File: src/rtl/cpu1_oci_trace_pkg.sv
// Shared constants and types for the CPU1 OCI instruction-trace front end.
package cpu1_oci_trace_pkg;

    localparam int unsigned CODE_W      = 2;
    localparam int unsigned DCT_ENTRIES = 15;
    localparam int unsigned OVF_W       = 8;
    localparam int unsigned BUF_W       = CODE_W * DCT_ENTRIES;
    localparam int unsigned CNT_W       = $clog2(DCT_ENTRIES + 1);

    // DCT code points; reserved is packed unchanged like any other code
    localparam logic [CODE_W-1:0] DCT_RSVD   = 2'b00;
    localparam logic [CODE_W-1:0] DCT_TAKEN  = 2'b01;
    localparam logic [CODE_W-1:0] DCT_NTAKEN = 2'b10;
    localparam logic [CODE_W-1:0] DCT_XRET   = 2'b11;

    localparam logic [CNT_W-1:0] CNT_FULL = CNT_W'(DCT_ENTRIES);

    typedef enum logic {
        ST_FILL,
        ST_STALL
    } pack_state_e;

    typedef struct packed {
        logic [CNT_W-1:0] count;
        logic [BUF_W-1:0] data;
    } dct_frame_t;

endpackage

File: src/rtl/cpu1_oci_dct_frame_reg.sv
// One-entry valid/ready frame holding register; a reload on the draining cycle keeps valid high.
module cpu1_oci_dct_frame_reg
    import cpu1_oci_trace_pkg::*;
(
    input  logic       clk,
    input  logic       rst_n,
    input  logic       load_i,
    input  dct_frame_t frame_i,
    input  logic       ready_i,
    output logic       valid_o,
    output dct_frame_t frame_o,
    output logic       free_c
);

    logic       valid_q;
    dct_frame_t frame_q;

    assign free_c  = !valid_q || ready_i;
    assign valid_o = valid_q;
    assign frame_o = frame_q;

    always_ff @(posedge clk or negedge rst_n) begin
        if (!rst_n) begin
            valid_q <= 1'b0;
            frame_q <= '0;
        end else if (load_i) begin
            valid_q <= 1'b1;
            frame_q <= frame_i;
        end else if (ready_i) begin
            valid_q <= 1'b0;
        end
    end

endmodule

File: src/rtl/cpu1_oci_dct_packer.sv
// Packs 2-bit DCT trace codes into a 15-entry buffer and hands full/flushed buffers out as frames.
module cpu1_oci_dct_packer
    import cpu1_oci_trace_pkg::*;
(
    input  logic              clk,
    input  logic              reset_n,
    input  logic              trace_en,
    input  logic              dct_valid,
    input  logic [CODE_W-1:0] dct_code,
    input  logic              flush,
    output logic [BUF_W-1:0]  dct_buffer,
    output logic [CNT_W-1:0]  dct_count,
    output logic              frm_valid,
    input  logic              frm_ready,
    output logic [BUF_W-1:0]  frm_data,
    output logic [CNT_W-1:0]  frm_count,
    input  logic              ovf_clr,
    output logic [OVF_W-1:0]  ovf_cnt
);

    pack_state_e      state_q, state_d;
    logic [BUF_W-1:0] buf_q, buf_d, buf_nx;
    logic [CNT_W-1:0] cnt_q, cnt_d, cnt_nx;
    logic [OVF_W-1:0] ovf_q, ovf_d;
    logic             pend_q, pend_d;
    logic             trace_en_q;
    logic             accept, drop, eff_flush, pack, load, slot_free;
    dct_frame_t       frame_in, frame_out;

    cpu1_oci_dct_frame_reg u_frame_reg (
        .clk     (clk),
        .rst_n   (reset_n),
        .load_i  (load),
        .frame_i (frame_in),
        .ready_i (frm_ready),
        .valid_o (frm_valid),
        .frame_o (frame_out),
        .free_c  (slot_free)
    );

    assign frm_data   = frame_out.data;
    assign frm_count  = frame_out.count;
    assign dct_buffer = buf_q;
    assign dct_count  = cnt_q;
    assign ovf_cnt    = ovf_q;

    // Append first, then decide whether the updated buffer is packed this cycle
    always_comb begin
        accept    = dct_valid && trace_en && (cnt_q != CNT_FULL);
        drop      = dct_valid && trace_en && (state_q == ST_STALL) && (cnt_q == CNT_FULL);
        buf_nx    = accept ? {buf_q[BUF_W-CODE_W-1:0], dct_code} : buf_q;
        cnt_nx    = accept ? cnt_q + CNT_W'(1) : cnt_q;
        eff_flush = flush || (trace_en_q && !trace_en) || pend_q;
        pack      = (cnt_nx == CNT_FULL) || (eff_flush && (cnt_nx != '0));

        buf_d          = buf_nx;
        cnt_d          = cnt_nx;
        pend_d         = pend_q;
        load           = 1'b0;
        frame_in.data  = buf_nx;
        frame_in.count = cnt_nx;

        if (pack && slot_free) begin
            load   = 1'b1;
            buf_d  = '0;
            cnt_d  = '0;
            pend_d = 1'b0;
        end else if (pack) begin
            // Slot busy: hold the contents and remember a flush so it is retried
            if (eff_flush) pend_d = 1'b1;
        end else if (eff_flush) begin
            pend_d = 1'b0;
        end

        if (ovf_clr)                      ovf_d = drop ? OVF_W'(1) : '0;
        else if (drop && (ovf_q != '1))   ovf_d = ovf_q + OVF_W'(1);
        else                              ovf_d = ovf_q;

        state_d = ((cnt_d == CNT_FULL) || pend_d) ? ST_STALL : ST_FILL;
    end

    always_ff @(posedge clk or negedge reset_n) begin
        if (!reset_n) begin
            state_q    <= ST_FILL;
            buf_q      <= '0;
            cnt_q      <= '0;
            ovf_q      <= '0;
            pend_q     <= 1'b0;
            trace_en_q <= 1'b0;
        end else begin
            state_q    <= state_d;
            buf_q      <= buf_d;
            cnt_q      <= cnt_d;
            ovf_q      <= ovf_d;
            pend_q     <= pend_d;
            trace_en_q <= trace_en;
        end
    end

endmodule

File: config.mk
export PLATFORM = sky130hd
export DESIGN_NAME = cpu1_oci_dct_packer
export DESIGN_NICKNAME = d
export VERILOG_FILES = /design/src/rtl/cpu1_oci_trace_pkg.sv /design/src/rtl/cpu1_oci_dct_frame_reg.sv /design/src/rtl/cpu1_oci_dct_packer.sv
export SDC_FILE = /design/constraint.sdc
export NUM_CORES = 1
export LEC_CHECK = 0
export ABC_CLOCK_PERIOD_IN_PS = 6700
export BUFFER_PORTS_ARGS = -buffer_cell sky130_fd_sc_hd__clkbuf_2
export CORE_UTILIZATION = 50
export CTS_CLUSTER_DIAMETER = 50
export DETAILED_ROUTE_END_ITERATION = 6
export GPL_ROUTABILITY_DRIVEN = 0
export PLACE_DENSITY = 0.84
export SLEW_MARGIN = 20
export SYNTH_ARGS = -nofsm -noshare
export SYNTH_HDL_FRONTEND = slang
export SYNTH_SLANG_ARGS = --single-unit
File: constraint.sdc
create_clock -name clk -period 6.7 [get_ports clk]
set_input_delay 0.67 -clock clk [delete_from_list [all_inputs] [get_ports clk]]
set_output_delay 0.67 -clock clk [all_outputs]
set_load 0.02 [all_outputs]
# After elaboration in Yosys (flattened, before gate mapping)
# Index checks and enable logic that the tools add are counted.
op_classes:
  n_addsub: 2
  n_mux: 15
  eq_ne: 5
  reduce_logical: 18
op_table:
  columns: ["operator", "count"]
  rows:
  - ["$mux 30", 2]
  - ["$mux 8", 2]
  - ["$eq 4x4->1 const B", 3]
  - ["$mux 1", 9]
  - ["$add 8x1->8 const B", 1]
  - ["$logic_and 1x1->1", 8]
  - ["$mux 4", 2]
  - ["$ne 8x8->1 const B", 1]
  - ["$logic_or 1x1->1", 5]
  - ["$add 4x1->4 const B", 1]
  - ["$ne 4x4->1 const B", 1]
  - ["$reduce_bool 2->1", 2]
  - ["$reduce_bool 4->1", 1]
  - ["$logic_not 1->1", 2]
word_totals:
  register_bits: 80
  in_bits: 9
  word_cells: 49
  out_inout_bits: 77

# Longest topological paths before layout
# Gate-level depths: netlist of the first run.
depth:
  depth_word: 11
  ltp_mapped: 8
  mapped_depth_nobuf: 6

# Cells and area by module
# From an unflattened synthesis of the first run, not the netlist that was laid out.
unflattened:
  cells_unflattened: 278
  hier_area_um2: 3681.0
by_module_without_submodules:
  columns: ["module", "area_per_inst_um2", "n_inst", "cells_each", "seq_area_each_um2"]
  rows:
  - ["cpu1_oci_dct_packer", 2229.6, 1, 203, 1126.1]
  - ["cpu1_oci_dct_frame_reg", 1451.4, 1, 75, 875.8]

# Least setup slack after synthesis of the first run
# OpenSTA, ideal clock, no wires.
synth_path:
  path_type: "register to register"
  startpoint: "reg cnt_q[0], in the netlist dct_count[0]"
  endpoint: "reg cnt_q[0], in the netlist dct_count[0]"
  arrival_time_ps: 2244
  period_less_slack_ps: 2317
  slack_ps: 4383
  stages_incl_launch_ff: 9
  required_time_ps: 6626
  setup_ps: 74
  path_buffers: 2
  path_cell_list: "dfrtp_1 > ha_1 > nand3_1 > a311o_1 > a221oi_2 > a211oi_1 > buf_4 > buf_6 > nor2_1"
synth_between:
  elab_chain_len: 8
  word_cells_on_any_way: 10
  classes_between: "add/sub (1); eq/ne (2); mux (2); reduce/logical (5)"
synth_lines:
  columns: ["element", "line", "source"]
  rows:
  - ["from (decl)", "cpu1_oci_dct_packer.sv:23", "logic [CNT_W-1:0] cnt_q, cnt_d, cnt_nx;"]
  - ["from (signal assigned)", "cpu1_oci_dct_packer.sv:93", "cnt_q <= cnt_d;"]
  - ["parallel branches: the longest is 2 deep, another holds $add 4x1->4", null, null]
  - ["$mux 4 (*)", "cpu1_oci_dct_packer.sv:52", "cnt_nx = accept ? cnt_q + CNT_W'(1) : cnt_q;"]
  - ["$reduce_bool 4->1", "cpu1_oci_dct_packer.sv:54", "pack = (cnt_nx == CNT_FULL) || (eff_flush && (cnt_nx != '0));"]
  - ["$logic_and 1x1->1", "cpu1_oci_dct_packer.sv:54", null]
  - ["$logic_or 1x1->1", "cpu1_oci_dct_packer.sv:54", null]
  - ["$logic_and 1x1->1", "cpu1_oci_dct_packer.sv:63", "if (pack && slot_free) begin"]
  - ["$mux 4 (*)", "cpu1_oci_dct_packer.sv:63", null]
  - ["named net cnt_d[0]", "cpu1_oci_dct_packer.sv:23", null]
# Mark *: on every way through the listed nets, which the timed path passes.
# A chain may end at the register's enable or synchronous reset.

# Worst setup path in the final report of the first run
layout_path:
  startpoint: "reg cnt_q[0], in the netlist dct_count[0]"
  endpoint: "reg u_frame_reg.frame_q, in the netlist u_frame_reg.frame_o[7]"
layout_between:
  elab_chain_len: 8
  word_cells_on_any_way: 11
  classes_between: "add/sub (1); eq/ne (2); mux (3); reduce/logical (5)"
layout_lines:
  columns: ["element", "line", "source"]
  rows:
  - ["parallel branches: the longest is 8 deep, another holds $add 4x1->4", null, null]
  - ["to (signal assigned)", "cpu1_oci_dct_frame_reg.sv:28", "frame_q <= frame_i;"]
  - ["to (decl)", "cpu1_oci_dct_frame_reg.sv:16", "dct_frame_t frame_q;"]
# Parallel ways; which one is timed is not known.

==> flow_summary_export.csv, run 1 <==
group,metric,value,unit
worst_setup_path,reg2reg_depth,8,
logic_synthesis,syn-mean-instance-area,11.7,um^2
sta,worst_slew_pin_slew,1.08,ns
worst_setup_path,cp-endpoint,"u_frame_reg.frame_o[7]",
final_layout,syn_to_final_growth,20.0,%
worst_setup_path,critPathCaptureType,"flop",
worst_setup_path,path_depth,8,
routing,via_per_inst,5.24,
worst_setup_path,crit_fanout,43,
floorplan,die_x,84.2,um
final_layout,nNetsFinal,386,
worst_setup_path,worst_ep_required_time,6.97,ns
clocking,cts_sinks,80,
routing,drc,12,
worst_setup_path,critical_path_class,"flop to flop",
floorplan,die_area,7090,um^2
clocking,cts_root_buffer,"clkbuf_8",
logic_synthesis,yosysSeqAreaShare,0.592,
sta,setup_viol,0,
worst_setup_path,worst-path-buf-inv,2,
global_routing,grt_pass1_vias,2337,
sta,rsz0062_at_grt,"false",
logic_synthesis,synthesis.area,3380,um^2
clocking,cts_tree,"done",
clocking,insertion_delay,0.35,ns
clocking,h-tree-depth,3,
worst_setup_path,path_delay_family,"buffers and inverters",
clocking,cts_setup_buffers,0,
global_routing,grt_max_degree,81,
worst_setup_path,cp_slowest_cell,"a211oi_4",
logic_synthesis,syn_nets,300,
clocking,numCtsBuffers,9,
place,io_buffer_count,85,
clocking,ctsHoldBuffers,0,
global_routing,grt_use_total,0.197,
floorplan,start_util,0.526,
floorplan,pin_count,86,
worst_setup_path,r2r_start,"dct_count[0]",
status,violations,"DRC",
sta,finClkSkew,0.00813,ns
sta,period_share,0.447,
logic_synthesis,yosysWarnings,0,
place,dp_cells,440,
logic_synthesis,yosysTopAreaCellShare,0.592,
power_and_ir_drop,p_leak,0.00220,uW
global_routing,grt_first_pass_wirelength,10.8,mm
logic_synthesis,yosys-top-cells-area,"dfrtp_1 (59%), mux2i_1 (18%), nor2_1 (4.8%)",
logic_synthesis,synth_cell_types,35,
clocking,ctsResizeCount,0,
global_routing,antenna_found_initial,0,
sta,max_freq,0.334,GHz
routing,drtIter0Drc,96,
worst_setup_path,r2r_end,"u_frame_reg.frame_o[7]",
routing,post_drt_wl_per_cell,13.9,um
worst_setup_path,arrival,3.26,ns
routing,drt-total-wl,6.36,mm
routing,postRouteAntennaNets,0,
final_layout,finalNonFillerCells,457,
worst_setup_path,slowest_delay,0.55,ns
flow_run,drv_cap,0,
global_routing,grt_overflow,0,
logic_synthesis,netlist_instances,289,
sta,hold_viol_final,0,
sta,period_needed,2.99,ns
logic_synthesis,synth_seq_cells,80,
hold_path,hp-class,"primary input to asynchronous set/reset pin",
clocking,clk_pin_slew,0.08,ns
status,status,"finished with violations",
floorplan,fp.coreArea,6420,um^2
worst_setup_path,cp-start-kind,"flop",
sta,slew_viol_final,0,
floorplan,core.rowCount,29,
routing,dr.pass1.iters,6,
power_and_ir_drop,power_density,311,nW/um^2
final_layout,layout-drive-gt1-share,0.279,
sta,setup_tns,0,ns
power_and_ir_drop,ir_drop,0.212,mV
worst_setup_path,crit_chain,"ha_1, and3b_1, o22ai_1, nand2_1, a211oi_4, buf_8, buf_4, mux2i_1",
worst_setup_path,r2r_slack,3.71,ns
sta,max_slew_margin,0.280,
final_layout,diodes,0,
logic_synthesis,synth_area_leader_cell,"dfrtp_1",
routing,num_vias,2396,
clocking,clockBufferDepth,2,
worst_setup_path,startpoint,"dct_count[0]",
floorplan,die_h,84.2,um
place,dp_hpwl,4.25,mm
## synthesized netlist by cell type
cell,number
buf_1,1
or3_1,1
a21oi_1,1
nor2b_1,1
dfrtp_1,80
nor3_1,6
o22ai_1,2
a311o_1,1
or2_2,1
xnor2_1,6
a221oi_2,1
ha_1,2
mux2i_1,62
and3_1,2
o21a_1,1
nand3_1,7
nand4b_1,1
nand4_1,2
nor2_1,43
buf_4,1
a2bb2oi_1,3
nand4bb_1,1
buf_6,2
inv_1,34
nand3b_1,2
xor2_1,1
nand2b_1,1
a211oi_1,2
a21o_1,2
o21ai_0,3
buf_2,3
o211ai_1,2
and3b_1,1
clkbuf_1,5
nand2_1,5
## logic make-up after synthesis
kind of cell               count (synthesis)  synth area share
buffers and inverters                     46            0.0578
and+or+nand+nor                           74             0.100
xor gates and xnor gates                   7            0.0181
muxes                                     62             0.184
AOI/OAI and AO/OA                         18            0.0403
adders and majority gates                  2           0.00740
DFF                                       80             0.592
## registers in the layout, indices dropped and copies added, names as in the netlist
signal and cells:
u_frame_reg.frame_o 34, dct_buffer 30, ovf_cnt 8, dct_count 4, pend_q 1, state_q 1
trace_en_q 1, u_frame_reg.valid_o 1
## where the power goes
group | switching [uW] | internal, uW
registers | 43.2 | 539
clock network | 172 | 143
logic | 225 | 138
## per-layer routing
layer	wire [um]	global-route usage	part of all wire
met1	2790	0.250	0.44
met2	2990	0.311	0.47
met3	441	0.0560	0.069
met4	135	0.100	0.021
met5	0	0	0
## layout make-up
| type | instances | area (um^2) |
|---|---|---|
| clock buffer | 11 | 141 |
| clock inverter | 5 | 32.5 |
| fill | 511 | 2370 |
| inverter | 34 | 128 |
| multi-input combinational | 163 | 1200 |
| sequential | 80 | 2000 |
| tap | 77 | 96.3 |
| timing repair buffer | 87 | 454 |
## cell usage in the layout (no fill, tap or decap), types with 2 or more instances in the layout
master,count
clkbuf_2,84
nand3b_1,2
clkbuf_8,10
nand3_1,6
inv_1,34
a2bb2oi_1,3
clkinvlp_4,3
clkinv_2,2
a21o_1,2
o22ai_1,2
and3_1,2
nor3_1,6
o21ai_0,3
mux2i_1,62
nand4_1,2
nand2_1,5
dfrtp_1,80
nor2_1,43
xnor2_1,6
ha_1,2
o211ai_1,2
## how the worst min path moves through the flow
stage,end,slack [ns],depth (start not counted)
2_1_floorplan,dct_buffer[0],0.37,0
3_3_place_gp,u_frame_reg.frame_o[11],0.51,2
3_5_place_dp,u_frame_reg.frame_o[11],0.51,2
4_1_cts,dct_buffer[1],0.52,1
5_1_grt,dct_buffer[3],0.41,1
6_report,dct_buffer[1],0.34,1
## worst reg2reg max path, stage by stage (launching register included)
cell,delay [ns]
dfrtp_1,0.51
ha_1,0.32
and3b_1,0.21
o22ai_1,0.16
nand2_1,0.15
a211oi_4,0.55
buf_8,0.25
buf_4,0.49
mux2i_1,0.28
## through the flow
stage                     area [um^2]  power [uW]  utilization  setup slack, ns  hold slack (ns)
final                            4050        1260        0.631             3.71            0.341
after CTS                        4040        1270        0.628             3.36            0.518
after detailed placement         3860         950        0.601             3.30            0.510
after global placement           3860         940        0.601             3.46            0.506
after floorplan                  3380         849            -             4.38            0.374
after global routing             4050        1330        0.631             3.46            0.411
Power figures use the tool's default switching activity.
==> run 2: changes to the inputs <==
- ABC_CLOCK_PERIOD_IN_PS: 6700 -> 2700
- CORE_UTILIZATION: 50 -> 47
- PLACE_DENSITY: 0.84 -> 0.83
- clock period: 6.7 -> 2.7 ns (I/O delays scaled with it)
==> flow_summary_export.csv, run 2 (synthesized netlist as in run 1, its figures left out) <==
group,metric,value,unit
worst_setup_path,path_depth,7,
final_layout,largest_register_ffs,34,
worst_setup_path,crit_chain,"ha_1, nand3_1, a311o_1, a221oi_4, a211oi_4, buf_4, a2bb2oi_1",
floorplan,core.rowCount,30,
final_layout,finalNonFillerCells,481,
worst_setup_path,crit_fanout,35,
floorplan,die_area,7530,um^2
worst_setup_path,path_delay_family,"compound AO/OA/AOI/OAI gates",
worst_setup_path,cp_slowest_cell,"dfrtp_1",
worst_setup_path,cp-start-kind,"flop",
routing,drt-total-wl,6.55,mm
final_layout,register_area,2000,um^2
clocking,clockBufferDepth,2,
clocking,cts_setup_buffers,0,
status,status,"complete, no violations",
worst_setup_path,r2r_start,"dct_count[0]",
flow_run,drv_cap,0,
worst_setup_path,reg2reg_depth,7,
worst_setup_path,worst_ep_required_time,2.92,ns
final_layout,utilization,0.607,
floorplan,die_x,86.8,um
routing,post_drt_wl_per_cell,13.6,um
worst_setup_path,r2r_slack,0.24,ns
final_layout,syn_to_final_growth,23.3,%
final_layout,layout_common_cells,"clkbuf_2 (84), dfrtp_1 (80), mux2i_1 (62)",
clocking,insertion_delay,0.36,ns
sta,worst_slew_pin_slew,0.719,ns
final_layout,fill_cells,598,
worst_setup_path,critical_path_class,"flop to flop",
routing,dr.pass1.iters,4,
sta,setup_tns,0,ns
power_and_ir_drop,ir_drop,0.425,mV
final_layout,final_common_cell,"clkbuf_2",
routing,drc,0,
floorplan,die_h,86.8,um
clocking,cts_sinks,80,
worst_setup_path,cp-endpoint,"u_frame_reg.frame_o[33]",
place,io_buffer_count,85,
sta,slew_viol_final,0,
sta,period_needed,2.46,ns
floorplan,pin_count,86,
sta,max_freq,0.406,GHz
clocking,clk_pin_slew,0.08,ns
global_routing,grt_use_total,0.189,
place,dp_cells,463,
clocking,numCtsBuffers,9,
routing,num_vias,2402,
worst_setup_path,startpoint,"dct_count[0]",
final_layout,multi_input_area,1210,um^2
floorplan,start_util,0.492,
place,dp_hpwl,4.43,mm
global_routing,antenna_found_initial,0,
final_layout,nNetsFinal,391,
global_routing,grt_max_degree,81,
final_layout,diodes,0,
sta,hold_viol_final,0,
final_layout,layout-drive-gt1-share,0.288,
sta,max_slew_margin,0.519,
clocking,h-tree-depth,3,
power_and_ir_drop,p_total,3250,uW
sta,finClkSkew,0.0147,ns
hold_path,hp-class,"primary input to flop",
routing,drtIter0Drc,66,
power_and_ir_drop,power_density,781,nW/um^2
sta,setup_viol,0,
clocking,cts_root_buffer,"clkbuf_8",
sta,rsz0062_at_grt,"false",
floorplan,fp.coreArea,6870,um^2
worst_setup_path,slowest_delay,0.49,ns
worst_setup_path,r2r_end,"u_frame_reg.frame_o[33]",
routing,postRouteAntennaNets,0,
worst_setup_path,worst-path-buf-inv,1,
worst_setup_path,critPathCaptureType,"flop",
clocking,cts_tree,"done",
power_and_ir_drop,p_leak,0.00224,uW
global_routing,grt_first_pass_wirelength,10.8,mm
routing,via_per_inst,4.99,
global_routing,grt_overflow,0,
sta,period_share,0.912,
worst_setup_path,arrival,2.68,ns
global_routing,grt_pass1_vias,2222,
## run 2: report_power, final
part	internal [uW]	switching [uW]	total, uW
Sequential	1340	104	1440
Combinational	349	565	914
Clock	435	463	898
## run 2: timing repair
item	4_1_cts	5_1_grt
endpoints found under the setup margin	0	10
hold endpoints to repair	0	32
hold buffers	0	1
gates resized for setup	0	1
## run 2: final cells by class
class	instances	area share
clock buffers	9	0.0297
clock inverters	7	0.0189
inverters	34	0.0306
multi-input cells	163	0.291
flip-flops and latches	80	0.480
well taps	96	0.0288
repair buffers	92	0.121
## run 2: metal layers
| layer | part of all wire | track usage | up-vias | wire, um |
|---|---|---|---|---|
| met1 | 0.46 | 0.248 | 1185 | 2990 |
| met3 | 0.036 | 0.0514 | 9 | 236 |
| met5 | 0 | 0 | - | 0 |
| met2 | 0.49 | 0.300 | 61 | 3200 |
| li1 | - | - | 1147 | - |
| met4 | 0.019 | 0.0727 | 0 | 123 |
## run 2: through the flow
step,area (um^2),hold WS (ns),setup WS [ns]
after floorplan,3380,-0.0256,0.383
after global placement,3920,0.481,0.334
after detailed placement,3920,0.502,0.193
after CTS,4120,0.105,0.188
after global routing,4170,0.142,0.0523
final,4170,0.157,0.237
## run 2: worst min-delay path by stage
stage | end | slack (ns) | cells after the start | start
6_report | trace_en_q | 0.16 | 1 | trace_en
3_3_place_gp | u_frame_reg.frame_o[3] | 0.48 | 1 | reset_n
4_1_cts | u_frame_reg.frame_o[1] | 0.11 | 1 | reset_n
5_1_grt | trace_en_q | 0.14 | 1 | trace_en
3_5_place_dp | u_frame_reg.frame_o[1] | 0.50 | 1 | reset_n
2_1_floorplan | dct_buffer[0] | -0.03 | 0 | reset_n
